### src/rtl/alu_operand_stage_pkg.sv
// -----------------------------------------------------------------------------
// nf5_exe_pkg
// Shared definitions for the execute-stage operand select.
//   - operand source select encodings for s1 (sel1) and s2 (sel2)
//   - default operand/immediate/PC/lane/tag widths
//   - operand_widths_ok(): elaboration-time check of the width relationships
//     the operand build relies on
// -----------------------------------------------------------------------------
package nf5_exe_pkg;

    localparam int SIMD_W_DEF = 128;
    localparam int DATA_W_DEF = 32;
    localparam int ADDR_W_DEF = 32;
    localparam int LANE_W_DEF = 32;
    localparam int TAG_W_DEF  = 5;

    // s1 source; 2'b11 is also constant zero
    localparam logic [1:0] SEL1_RS1  = 2'b00;
    localparam logic [1:0] SEL1_PC   = 2'b01;
    localparam logic [1:0] SEL1_ZERO = 2'b10;

    // s2 source
    localparam logic [1:0] SEL2_RS2   = 2'b00;
    localparam logic [1:0] SEL2_ZEXT  = 2'b01;
    localparam logic [1:0] SEL2_SEXT  = 2'b10;
    localparam logic [1:0] SEL2_BCAST = 2'b11;

    // Broadcast needs whole lanes taken from the immediate; PC and immediate
    // must fit inside one operand.
    function automatic bit operand_widths_ok(input int simd_w, input int data_w,
                                             input int addr_w, input int lane_w);
        return (lane_w > 0) && ((simd_w % lane_w) == 0) &&
               (addr_w <= simd_w) && (data_w >= lane_w) && (data_w <= simd_w);
    endfunction

endpackage

### src/rtl/alu_operand_stage_if.sv
// -----------------------------------------------------------------------------
// alu_operand_stage_if
// Handshake and operand bus of the execute-stage operand select.
//   upstream  : flush, in_valid/in_ready, sel1, sel2, fwd_rs1, fwd_rs2,
//               now_pc, imm, in_tag
//   downstream: out_valid/out_ready, s1, s2, out_tag
// modport slave  : the operand stage itself
// modport master : the surrounding pipeline (ID/EX driver and ALU sink)
// -----------------------------------------------------------------------------
interface alu_operand_stage_if #(
    parameter int SIMD_W = 128,
    parameter int DATA_W = 32,
    parameter int ADDR_W = 32,
    parameter int TAG_W  = 5
);
    logic              flush;
    logic              in_valid;
    logic              in_ready;
    logic [1:0]        sel1;
    logic [1:0]        sel2;
    logic [SIMD_W-1:0] fwd_rs1;
    logic [SIMD_W-1:0] fwd_rs2;
    logic [ADDR_W-1:0] now_pc;
    logic [DATA_W-1:0] imm;
    logic [TAG_W-1:0]  in_tag;
    logic              out_valid;
    logic              out_ready;
    logic [SIMD_W-1:0] s1;
    logic [SIMD_W-1:0] s2;
    logic [TAG_W-1:0]  out_tag;

    modport slave (
        input  flush, in_valid, sel1, sel2, fwd_rs1, fwd_rs2, now_pc, imm, in_tag,
        input  out_ready,
        output in_ready, out_valid, s1, s2, out_tag
    );

    modport master (
        output flush, in_valid, sel1, sel2, fwd_rs1, fwd_rs2, now_pc, imm, in_tag,
        output out_ready,
        input  in_ready, out_valid, s1, s2, out_tag
    );
endinterface

### src/rtl/alu_operand_stage_skid.sv
// -----------------------------------------------------------------------------
// skid_buffer2
// Generic 2-entry valid/ready register slice (main + skid entry), strict FIFO.
// o_ready comes straight from a flop, so there is no combinational path from
// i_ready back to the producer.
//   clk, rst_n        : clock, asynchronous active-low reset
//   i_flush           : synchronous flush, empties both entries, wins over all
//   i_valid/o_ready   : input handshake, i_data captured on i_valid & o_ready
//   o_valid/i_ready   : output handshake, o_data transferred on o_valid & i_ready
// o_data holds its last value while o_valid is low.
// -----------------------------------------------------------------------------
module skid_buffer2 #(
    parameter int W = 8
) (
    input  logic         clk,
    input  logic         rst_n,
    input  logic         i_flush,
    input  logic         i_valid,
    output logic         o_ready,
    input  logic [W-1:0] i_data,
    output logic         o_valid,
    input  logic         i_ready,
    output logic [W-1:0] o_data
);
    logic         r_main_valid;
    logic         r_skid_valid;
    logic [W-1:0] r_main_data;
    logic [W-1:0] r_skid_data;
    logic         w_accept;
    logic         w_drain;

    // The skid entry only fills while main is full, so "skid empty" is
    // exactly "room for one more".
    assign w_accept = i_valid & ~r_skid_valid;
    assign w_drain  = r_main_valid & i_ready;

    // NOTE: state registers use non-blocking assignments so every flop samples
    // pre-edge values regardless of statement order.
    always_ff @(posedge clk or negedge rst_n) begin
        if (!rst_n) begin
            r_main_valid <= 1'b0;
            r_skid_valid <= 1'b0;
        end else if (i_flush) begin
            r_main_valid <= 1'b0;
            r_skid_valid <= 1'b0;
        end else if (r_skid_valid) begin
            // Full: only a drain can happen; main stays valid with skid data.
            if (w_drain) r_skid_valid <= 1'b0;
        end else if (r_main_valid) begin
            if (w_accept && !w_drain)      r_skid_valid <= 1'b1;
            else if (!w_accept && w_drain) r_main_valid <= 1'b0;
        end else if (w_accept) begin
            r_main_valid <= 1'b1;
        end
    end

    // NOTE: the data entries are reset because the outputs must read zero out
    // of reset; they are deliberately not cleared on drain or flush so the
    // outputs hold their last value while invalid.
    always_ff @(posedge clk or negedge rst_n) begin
        if (!rst_n) begin
            r_main_data <= '0;
            r_skid_data <= '0;
        end else if (!i_flush) begin
            if (r_skid_valid) begin
                if (w_drain) r_main_data <= r_skid_data;
            end else if (w_accept) begin
                // Main free or emptying this edge: replace it; else park in skid.
                if (!r_main_valid || w_drain) r_main_data <= i_data;
                else                          r_skid_data <= i_data;
            end
        end
    end

    assign o_ready = ~r_skid_valid;
    assign o_valid = r_main_valid;
    assign o_data  = r_main_data;

endmodule

### src/rtl/alu_operand_stage.sv
// -----------------------------------------------------------------------------
// alu_operand_stage
// Execute-stage operand select: builds SIMD operands s1/s2 from forwarded
// rs1/rs2, PC, immediate (zero-/sign-extended or lane-broadcast) or zero, and
// registers them with the tag in a 2-entry skid buffer (1-cycle latency,
// 1 transfer/cycle, registered in_ready).
//   clk, rst_n : core clock, asynchronous active-low reset
//   bus        : alu_operand_stage_if.slave (flush, upstream handshake and
//                operand sources, downstream handshake s1/s2/out_tag)
// -----------------------------------------------------------------------------
module alu_operand_stage
    import nf5_exe_pkg::*;
#(
    parameter int SIMD_W = SIMD_W_DEF,
    parameter int DATA_W = DATA_W_DEF,
    parameter int ADDR_W = ADDR_W_DEF,
    parameter int LANE_W = LANE_W_DEF,
    parameter int TAG_W  = TAG_W_DEF
) (
    input logic                clk,
    input logic                rst_n,
    alu_operand_stage_if.slave bus
);
    localparam int ENTRY_W = 2 * SIMD_W + TAG_W;

    if (!operand_widths_ok(SIMD_W, DATA_W, ADDR_W, LANE_W)) begin : g_bad_widths
        $error("alu_operand_stage: inconsistent SIMD_W/DATA_W/ADDR_W/LANE_W");
    end

    logic [SIMD_W-1:0]  w_s1;
    logic [SIMD_W-1:0]  w_s2;
    logic [ENTRY_W-1:0] w_in_data;
    logic [ENTRY_W-1:0] w_out_data;

    // NOTE: every output of this block gets a default first, so no path can
    // leave it unassigned and infer a latch.
    always_comb begin
        w_s1 = '0;
        w_s2 = '0;
        case (bus.sel1)
            SEL1_RS1: w_s1 = bus.fwd_rs1;
            SEL1_PC:  w_s1 = SIMD_W'(bus.now_pc);
            default:  w_s1 = '0;   // SEL1_ZERO and 2'b11
        endcase
        case (bus.sel2)
            SEL2_RS2:   w_s2 = bus.fwd_rs2;
            SEL2_ZEXT:  w_s2 = SIMD_W'(bus.imm);
            // Size cast of a signed operand sign-extends from bit DATA_W-1.
            SEL2_SEXT:  w_s2 = SIMD_W'($signed(bus.imm));
            SEL2_BCAST: w_s2 = {(SIMD_W / LANE_W){bus.imm[LANE_W-1:0]}};
            default:    w_s2 = '0;
        endcase
    end

    assign w_in_data = {w_s1, w_s2, bus.in_tag};

    skid_buffer2 #(.W(ENTRY_W)) u_skid (
        .clk     (clk),
        .rst_n   (rst_n),
        .i_flush (bus.flush),
        .i_valid (bus.in_valid),
        .o_ready (bus.in_ready),
        .i_data  (w_in_data),
        .o_valid (bus.out_valid),
        .i_ready (bus.out_ready),
        .o_data  (w_out_data)
    );

    assign {bus.s1, bus.s2, bus.out_tag} = w_out_data;

endmodule
### src/flat_wrapper.sv
// flat-port wrapper written by rule: the top's interface ports become plain ports
module alu_operand_stage_flat import nf5_exe_pkg::*;
#(
    parameter int SIMD_W = SIMD_W_DEF,
    parameter int DATA_W = DATA_W_DEF,
    parameter int ADDR_W = ADDR_W_DEF,
    parameter int LANE_W = LANE_W_DEF,
    parameter int TAG_W  = TAG_W_DEF
)
  (clk, rst_n, bus_flush, bus_in_valid, bus_sel1, bus_sel2, bus_fwd_rs1, bus_fwd_rs2, bus_now_pc, bus_imm, bus_in_tag, bus_out_ready, bus_in_ready, bus_out_valid, bus_s1, bus_s2, bus_out_tag);
  alu_operand_stage_if #(.SIMD_W(SIMD_W), .DATA_W(DATA_W), .ADDR_W(ADDR_W), .TAG_W(TAG_W)) bus_i ();
  input logic clk;
  input logic rst_n;
  input wire logic [$bits(bus_i.flush)-1:0] bus_flush;
  input wire logic [$bits(bus_i.in_valid)-1:0] bus_in_valid;
  input wire logic [$bits(bus_i.sel1)-1:0] bus_sel1;
  input wire logic [$bits(bus_i.sel2)-1:0] bus_sel2;
  input wire logic [$bits(bus_i.fwd_rs1)-1:0] bus_fwd_rs1;
  input wire logic [$bits(bus_i.fwd_rs2)-1:0] bus_fwd_rs2;
  input wire logic [$bits(bus_i.now_pc)-1:0] bus_now_pc;
  input wire logic [$bits(bus_i.imm)-1:0] bus_imm;
  input wire logic [$bits(bus_i.in_tag)-1:0] bus_in_tag;
  input wire logic [$bits(bus_i.out_ready)-1:0] bus_out_ready;
  output wire logic [$bits(bus_i.in_ready)-1:0] bus_in_ready;
  output wire logic [$bits(bus_i.out_valid)-1:0] bus_out_valid;
  output wire logic [$bits(bus_i.s1)-1:0] bus_s1;
  output wire logic [$bits(bus_i.s2)-1:0] bus_s2;
  output wire logic [$bits(bus_i.out_tag)-1:0] bus_out_tag;
  assign bus_i.flush = bus_flush;
  assign bus_i.in_valid = bus_in_valid;
  assign bus_i.sel1 = bus_sel1;
  assign bus_i.sel2 = bus_sel2;
  assign bus_i.fwd_rs1 = bus_fwd_rs1;
  assign bus_i.fwd_rs2 = bus_fwd_rs2;
  assign bus_i.now_pc = bus_now_pc;
  assign bus_i.imm = bus_imm;
  assign bus_i.in_tag = bus_in_tag;
  assign bus_i.out_ready = bus_out_ready;
  assign bus_in_ready = bus_i.in_ready;
  assign bus_out_valid = bus_i.out_valid;
  assign bus_s1 = bus_i.s1;
  assign bus_s2 = bus_i.s2;
  assign bus_out_tag = bus_i.out_tag;
  alu_operand_stage #(.SIMD_W(SIMD_W), .DATA_W(DATA_W), .ADDR_W(ADDR_W), .LANE_W(LANE_W), .TAG_W(TAG_W)) u_core (.clk(clk), .rst_n(rst_n), .bus(bus_i));
endmodule
### config.mk
export PLATFORM = sky130hd
export DESIGN_NAME = alu_operand_stage_flat
export DESIGN_NICKNAME = d
export VERILOG_FILES = /design/src/rtl/alu_operand_stage_pkg.sv /design/src/rtl/alu_operand_stage_if.sv /design/src/rtl/alu_operand_stage_skid.sv /design/src/rtl/alu_operand_stage.sv /design/src/flat_wrapper.sv
export SDC_FILE = /design/constraint.sdc
export NUM_CORES = 1
export LEC_CHECK = 0
export CORE_MARGIN = 4
export CORE_UTILIZATION = 51
export DETAILED_ROUTE_END_ITERATION = 7
export PLACE_DENSITY = 0.81
export SKIP_LAST_GASP = 1
export SLEW_MARGIN = 10
export SYNTH_ARGS = -nofsm -noshare
export SYNTH_HDL_FRONTEND = slang
export SYNTH_SLANG_ARGS = --single-unit
### constraint.sdc
create_clock -name clk -period 2.82 [get_ports clk]
set_clock_uncertainty 0.05 [all_clocks]
set_input_delay 0.423 -clock clk [delete_from_list [all_inputs] [get_ports clk]]
set_output_delay 0.423 -clock clk [all_outputs]
set_load 0.05 [all_outputs]
Word level (Yosys, flattened, before mapping)
Cells that the tools add are included.

Register bits after elaboration: 524. Bits of input ports: 334. Output and inout bits: 263. Word-level logic and storage cells: 44.

Eq/ne operators: 6. Multiplexer cells: 17. Bitwise operators: 5. Reduce and logical (&&, ||, !) cells: 12.

Operators by type and width (count): 261-bit 2-to-1 mux (4); 128-bit one-hot mux with 4 select lines (1); 128-bit one-hot mux with 2 select lines (1); 1-bit 2-to-1 mux (11); 4-bit AND reduction (2); 2-bit by 1-bit equality test with 1-bit output, second input constant (2); 2-bit equality test, second input constant (2); 2-bit logical NOT (2); 2-bit nonzero test (2); 1-bit logical NOT (3); 1-bit NOT (3); 1-bit bitwise AND (2); 1-bit logical AND (2); 2-bit by 1-bit inequality test with 1-bit output, second input constant (1); 2-bit inequality test, second input constant (1); 1-bit logical OR (1).

Logic depth before layout (Yosys ltp)
Word-level depth: 9. Mapped depth: 8.

Hierarchy
A second synthesis with hierarchy kept.

Cells, all modules: 1878. Area total of the unflattened synthesis: 26041.2 um2.

By module, submodules not included: skid_buffer2 (instances 1, cells each 1404, area an instance 22511.6 um2, sequential area each 13112.6 um2); alu_operand_stage (instances 1, cells each 474, area an instance 3529.6 um2, sequential area each 0.0 um2).

Worst setup path before layout
OpenSTA, ideal clock, no wires.

Path type: reg-to-reg. From: register u_core.u_skid.r_main_valid, in the netlist u_core.u_skid.o_valid. To: register u_core.u_skid.r_main_data[159], in the netlist u_core.u_skid.o_data[159]. Library setup time: 0.128 ns. Data arrival time: 2.181 ns. Slack: 0.462 ns. Stages on the path, launching flop included: 8. Buffers on the path: 4. Clock period less this slack: 2.358 ns. Cell sequence: dfrtp_1 -> nor2b_1 -> clkbuf_1 -> or3_1 -> clkbuf_1 -> buf_2 -> buf_2 -> mux2_1.

Cells in the longest elaborated chain, start to end: 4. Elaborated cells between the ends (all ways): 6. Those cells by class: 1 x eq/ne; 1 x bitwise; 4 x reduce/logical.

Ends and longest elaborated chain: from (decl) (line alu_operand_stage_skid.sv:25) `logic r_main_valid;`; from (signal assigned) (line alu_operand_stage_skid.sv:41) `r_main_valid <= 1'b0;`; from (signal assigned) (line alu_operand_stage_skid.sv:44) `r_main_valid <= 1'b0;`; from (signal assigned) (line alu_operand_stage_skid.sv:51) `else if (!w_accept && w_drain) r_main_valid <= 1'b0;`; 1-bit bitwise AND or 1-bit logical NOT (tied branches) (line alu_operand_stage_skid.sv:35, alu_operand_stage_skid.sv:69); 1-bit logical OR (line alu_operand_stage_skid.sv:69) `if (!r_main_valid || w_drain) r_main_data <= i_data;`; 2-bit nonzero test (no source line); 4-bit AND reduction (no source line) *; to (signal assigned) (line alu_operand_stage_skid.sv:66) `if (w_drain) r_main_data <= r_skid_data;`; to (signal assigned) (line alu_operand_stage_skid.sv:69); to (decl) (line alu_operand_stage_skid.sv:27) `logic [W-1:0] r_main_data;`.

Mark *: on every way between the ends. The rest lies on a longest branch, timed or not. A chain may end at the register's enable or synchronous reset.

Worst setup path in the final report
From: register u_core.u_skid.r_skid_valid. To: output port bus_in_ready.

Cells in the longest elaborated chain, start to end: 1.

Ends and longest elaborated chain: from (decl) (line alu_operand_stage_skid.sv:26) `logic r_skid_valid;`; from (signal assigned) (line alu_operand_stage_skid.sv:42) `r_skid_valid <= 1'b0;`; from (signal assigned) (line alu_operand_stage_skid.sv:45) `r_skid_valid <= 1'b0;`; from (signal assigned) (line alu_operand_stage_skid.sv:48) `if (w_drain) r_skid_valid <= 1'b0;`; 1-bit NOT (no source line); to (decl) (line flat_wrapper.sv:24) `output wire logic [$bits(bus_i.in_ready)-1:0] bus_in_ready;`.

Every way passes these cells.

==> summary.md <==
| Metric | Value |
|---|---|
| Status | `completed` |
| Share of post-route cells with drive strength above 1 | `0.129` |
| Std cell rows | `83` |
| Leakage | `around 15 nW` |
| Initial core utilization | `0.518` |
| Cts repair resizes | `0` |
| Synthesis warning total | `0` |
| Max Transition Viols Final | `0` |
| WS Path Type | `reg -> out` |
| Met1 WL | `36.8 mm` |
| Clk sinks | `around 520` |
| Clk root buf | `clkbuf_16` |
| CTS tree | `built` |
| Fill cells | `3,754` |
| Worst rel slew slack | `0.255` |
| Distinct cells, synth | `29` |
| Number of global-route vias before repair | `24,200` |
| Setup_tns | `0 ns` |
| Post-synthesis adder-cell area fraction | `0` |
| Cell with the largest stage delay on the worst path | `dfrtp_4` |
| Max Fclk | `393 MHz` |
| Top cell by count, worst path | `buf_4` |
| Worst Reg2Reg Path Length in Cells | `5` |
| GPL Wtd Cong | `a little over 0.9` |
| Cell area after synthesis | `26,700 um^2` |
| First-pass GRT wire length | `about 150 mm` |
| RSZ-0062 raised after global routing | `no` |
| WHS Path Cells | `4` |
| I/O pins | `around 600` |
| Hold crit path type | `in -> reg` |
| Post-synth net total | `2,864` |
| DRT antenna net count | `0` |
| Setup crit start kind | `flip-flop` |
| CTS Buffer Depth | `3` |
| Crit-path cells | `buf_4, inv_8, buf_4` |
| Dpl hpwl | `66.1 mm` |
| Ys async rst share | `1.00` |
| Final hold vios | `0` |
| Worst endpoint required time | `2.35 ns` |
| Vias per cell | `6.47` |
| Most frequent cells in the layout | `590 x clkdlybuf4s50_1, 523 x dfrtp_1, 352 x o31ai_1` |
| Slew @ Worst Pin | `1.12 ns` |
| Setup crit end kind | `primary output` |
| Post-synthesis mux area share | `0.149` |
| Met2 routed WL | `about 45 mm` |
| Placed insts | `roughly 3,600` |
| Crit path arrival time | `2.07 ns` |
| Most used flip-flop cell after synthesis | `dfrtp_1` |
| Synth Area per Inst | `about 11 um^2` |
| Part of the cycle the worst path needs | `0.903` |
| GRT Overall Usage | `0.330` |
| Met3 WL | `9.32 mm` |
| FF+latch count, synth | `524` |
| Global route total overflow | `0` |
| Worst skew pair latency | `0.61 ns` |
| Routed Wire Length | `96.6 mm` |
| Vias | `24,200` |
| Core area | `51,500 um^2` |
| Highest cell delay on the worst timing path | `0.63 ns` |
| Commonest non-fill, non-tap cell in the layout | `clkdlybuf4s50_1` |
| DR iter-0 viols | `2,674` |
| Die H | `237 um` |
| Post-Synth Simple-Gate Area | `0.0646` |
| Worst vdd ir | `0.517 mV` |
| NumNets Final | `about 3,300` |
| Power density cells | `739 nW/um^2` |
| DR WL/cell | `about 26 um` |
| DIE AREA | `56,000 um^2` |
| Complex-gate fraction of the synthesized area | `0.236` |
| Max Used Layer | `met5` |
| Max-cap violations | `0` |
| Die X | `237 um` |
| Register clock-pin slew on the reported worst setup and hold paths | `0.06 ns` |
| DRC viols | `0` |
| Initial antenna violation count | `25` |
| Sequential share of the synthesized area | `0.492` |
| Htree depth | `2` |
| Final min period | `2.55 ns` |
| Post-synth EDFFs | `0` |
| PortBufs | `a little under 600` |
| XOR/XNOR Fraction of Synth Area | `0` |
| Largest family of logic cells by synthesized area | `compound AO/OA/AOI/OAI gates` |
| Iteration count of the initial detailed-routing pass | `6` |
| Total CTS buffers | `between 50 and 60` |
| Final setup viols | `0` |
| Post-Syn Instances | `about 2,500` |
| Largest net degree at the start of global routing | `140` |
| CP Max Fanout | `48` |
| Non-filler cells, final | `3,737` |
| Area Growth Syn to Fin | `32.5%` |
layer usage:
metal,track usage,up-vias
li1,-,10300
met1,0.422,12100
met2,0.523,1467
met3,0.0860,281
met4,0.166,12
met5,0,-
worst max-delay path: cells and delay by family, from the launching register on:
kind | cells | cell delay, ns
buffers and inverters | 3 | 0.79
flip-flops | 1 | 0.63
synthesized netlist by cell type (32+ instances only):
master | number | area (um^2)
dfrtp_1 | 524 | 13100
o31ai_1 | 352 | 2640
clkbuf_1 | 228 | 856
mux2_2 | 197 | 2220
nor2_1 | 162 | 608
mux2i_1 | 129 | 1290
nand2_1 | 128 | 480
o21ai_0 | 123 | 616
inv_1 | 97 | 364
a22o_1 | 96 | 841
a31oi_1 | 96 | 601
and2_1 | 96 | 601
a221oi_1 | 93 | 815
mux2_1 | 41 | 462
buf_2 | 34 | 170
a211oi_1 | 33 | 248
a21o_1 | 33 | 248
o21a_1 | 32 | 240
cells by family after synthesis:
kind of cell / Yosys count
compound gates: 869
buf+inv: 379
flops: 524
mux: 367
simple gates: 391
repair_timing:
| item | 4_1_cts | 5_1_grt |
|---|---|---|
| hold buffers | 1 | 0 |
| endpoints found under the setup margin | 0 | 0 |
| endpoints found under the hold margin | 54 | 0 |
| setup buffers | 0 | 0 |
through the flow:
stage | power (mW) | setup slack (ns) | util | hold slack [ns] | cell area (um^2)
4_1_cts | 26.1 | 0.227 | 0.685 | 0.305 | 35300
2_1_floorplan | 15.1 | 0.462 | - | 0.0774 | 26700
5_1_grt | 27.1 | 0.193 | 0.686 | 0.317 | 35300
3_3_place_gp | 18.2 | 0.233 | 0.648 | 0.404 | 33400
3_5_place_dp | 18.5 | 0.156 | 0.648 | 0.408 | 33400
6_report | 26.1 | 0.275 | 0.686 | 0.316 | 35300
path summary, 6_finish.rpt:
path                                                            start                                         end  slack, ns
max reg2reg                      u_core.u_skid.r_skid_valid$_DFF_PN0_       u_core.u_skid.o_data[161]$_DFFE_PN0P_       0.52
max in group asynchronous                                       rst_n  u_core.u_skid.r_skid_data[139]$_DFFE_PN0P_       1.46
min                                                         bus_flush  u_core.u_skid.r_skid_data[170]$_DFFE_PN0P_       0.32
max                              u_core.u_skid.r_skid_valid$_DFF_PN0_                                bus_in_ready       0.27
min in group asynchronous                                       rst_n       u_core.u_skid.o_data[137]$_DFFE_PN0P_       0.35
min reg2reg                u_core.u_skid.r_skid_data[163]$_DFFE_PN0P_  u_core.u_skid.r_skid_data[163]$_DFFE_PN0P_       0.44
layout make-up:
| type | count | area, um^2 | area share |
|---|---|---|---|
| Antenna cell | 22 | 55.1 | 0.00156 |
| Tap cell | 680 | 851 | 0.0241 |
| Sequential cell | 524 | 13100 | 0.371 |
| Multi-Input combinational cell | 1627 | 12000 | 0.341 |
| Inverter | 98 | 375 | 0.0106 |
| Timing Repair Buffer | 682 | 7000 | 0.198 |
| Clock buffer | 82 | 1660 | 0.0470 |
| Clock inverter | 22 | 229 | 0.00648 |
where the power goes:
| part | internal [mW] | leakage [nW] | switching (mW) |
|---|---|---|---|
| sequential | 9.22 | 6.71 | 1.09 |
| clock | 4.44 | 0.933 | 3.13 |
| combinational | 3.13 | 7.25 | 5.10 |
state kept, by name, summed over array words and instances (netlist names):
signal and count:
u_core.u_skid.o_data 261, u_core.u_skid.o_valid 1, u_core.u_skid.r_skid_valid 1, u_core.u_skid.r_skid_data 261
(Power assumes the default switching activity.)
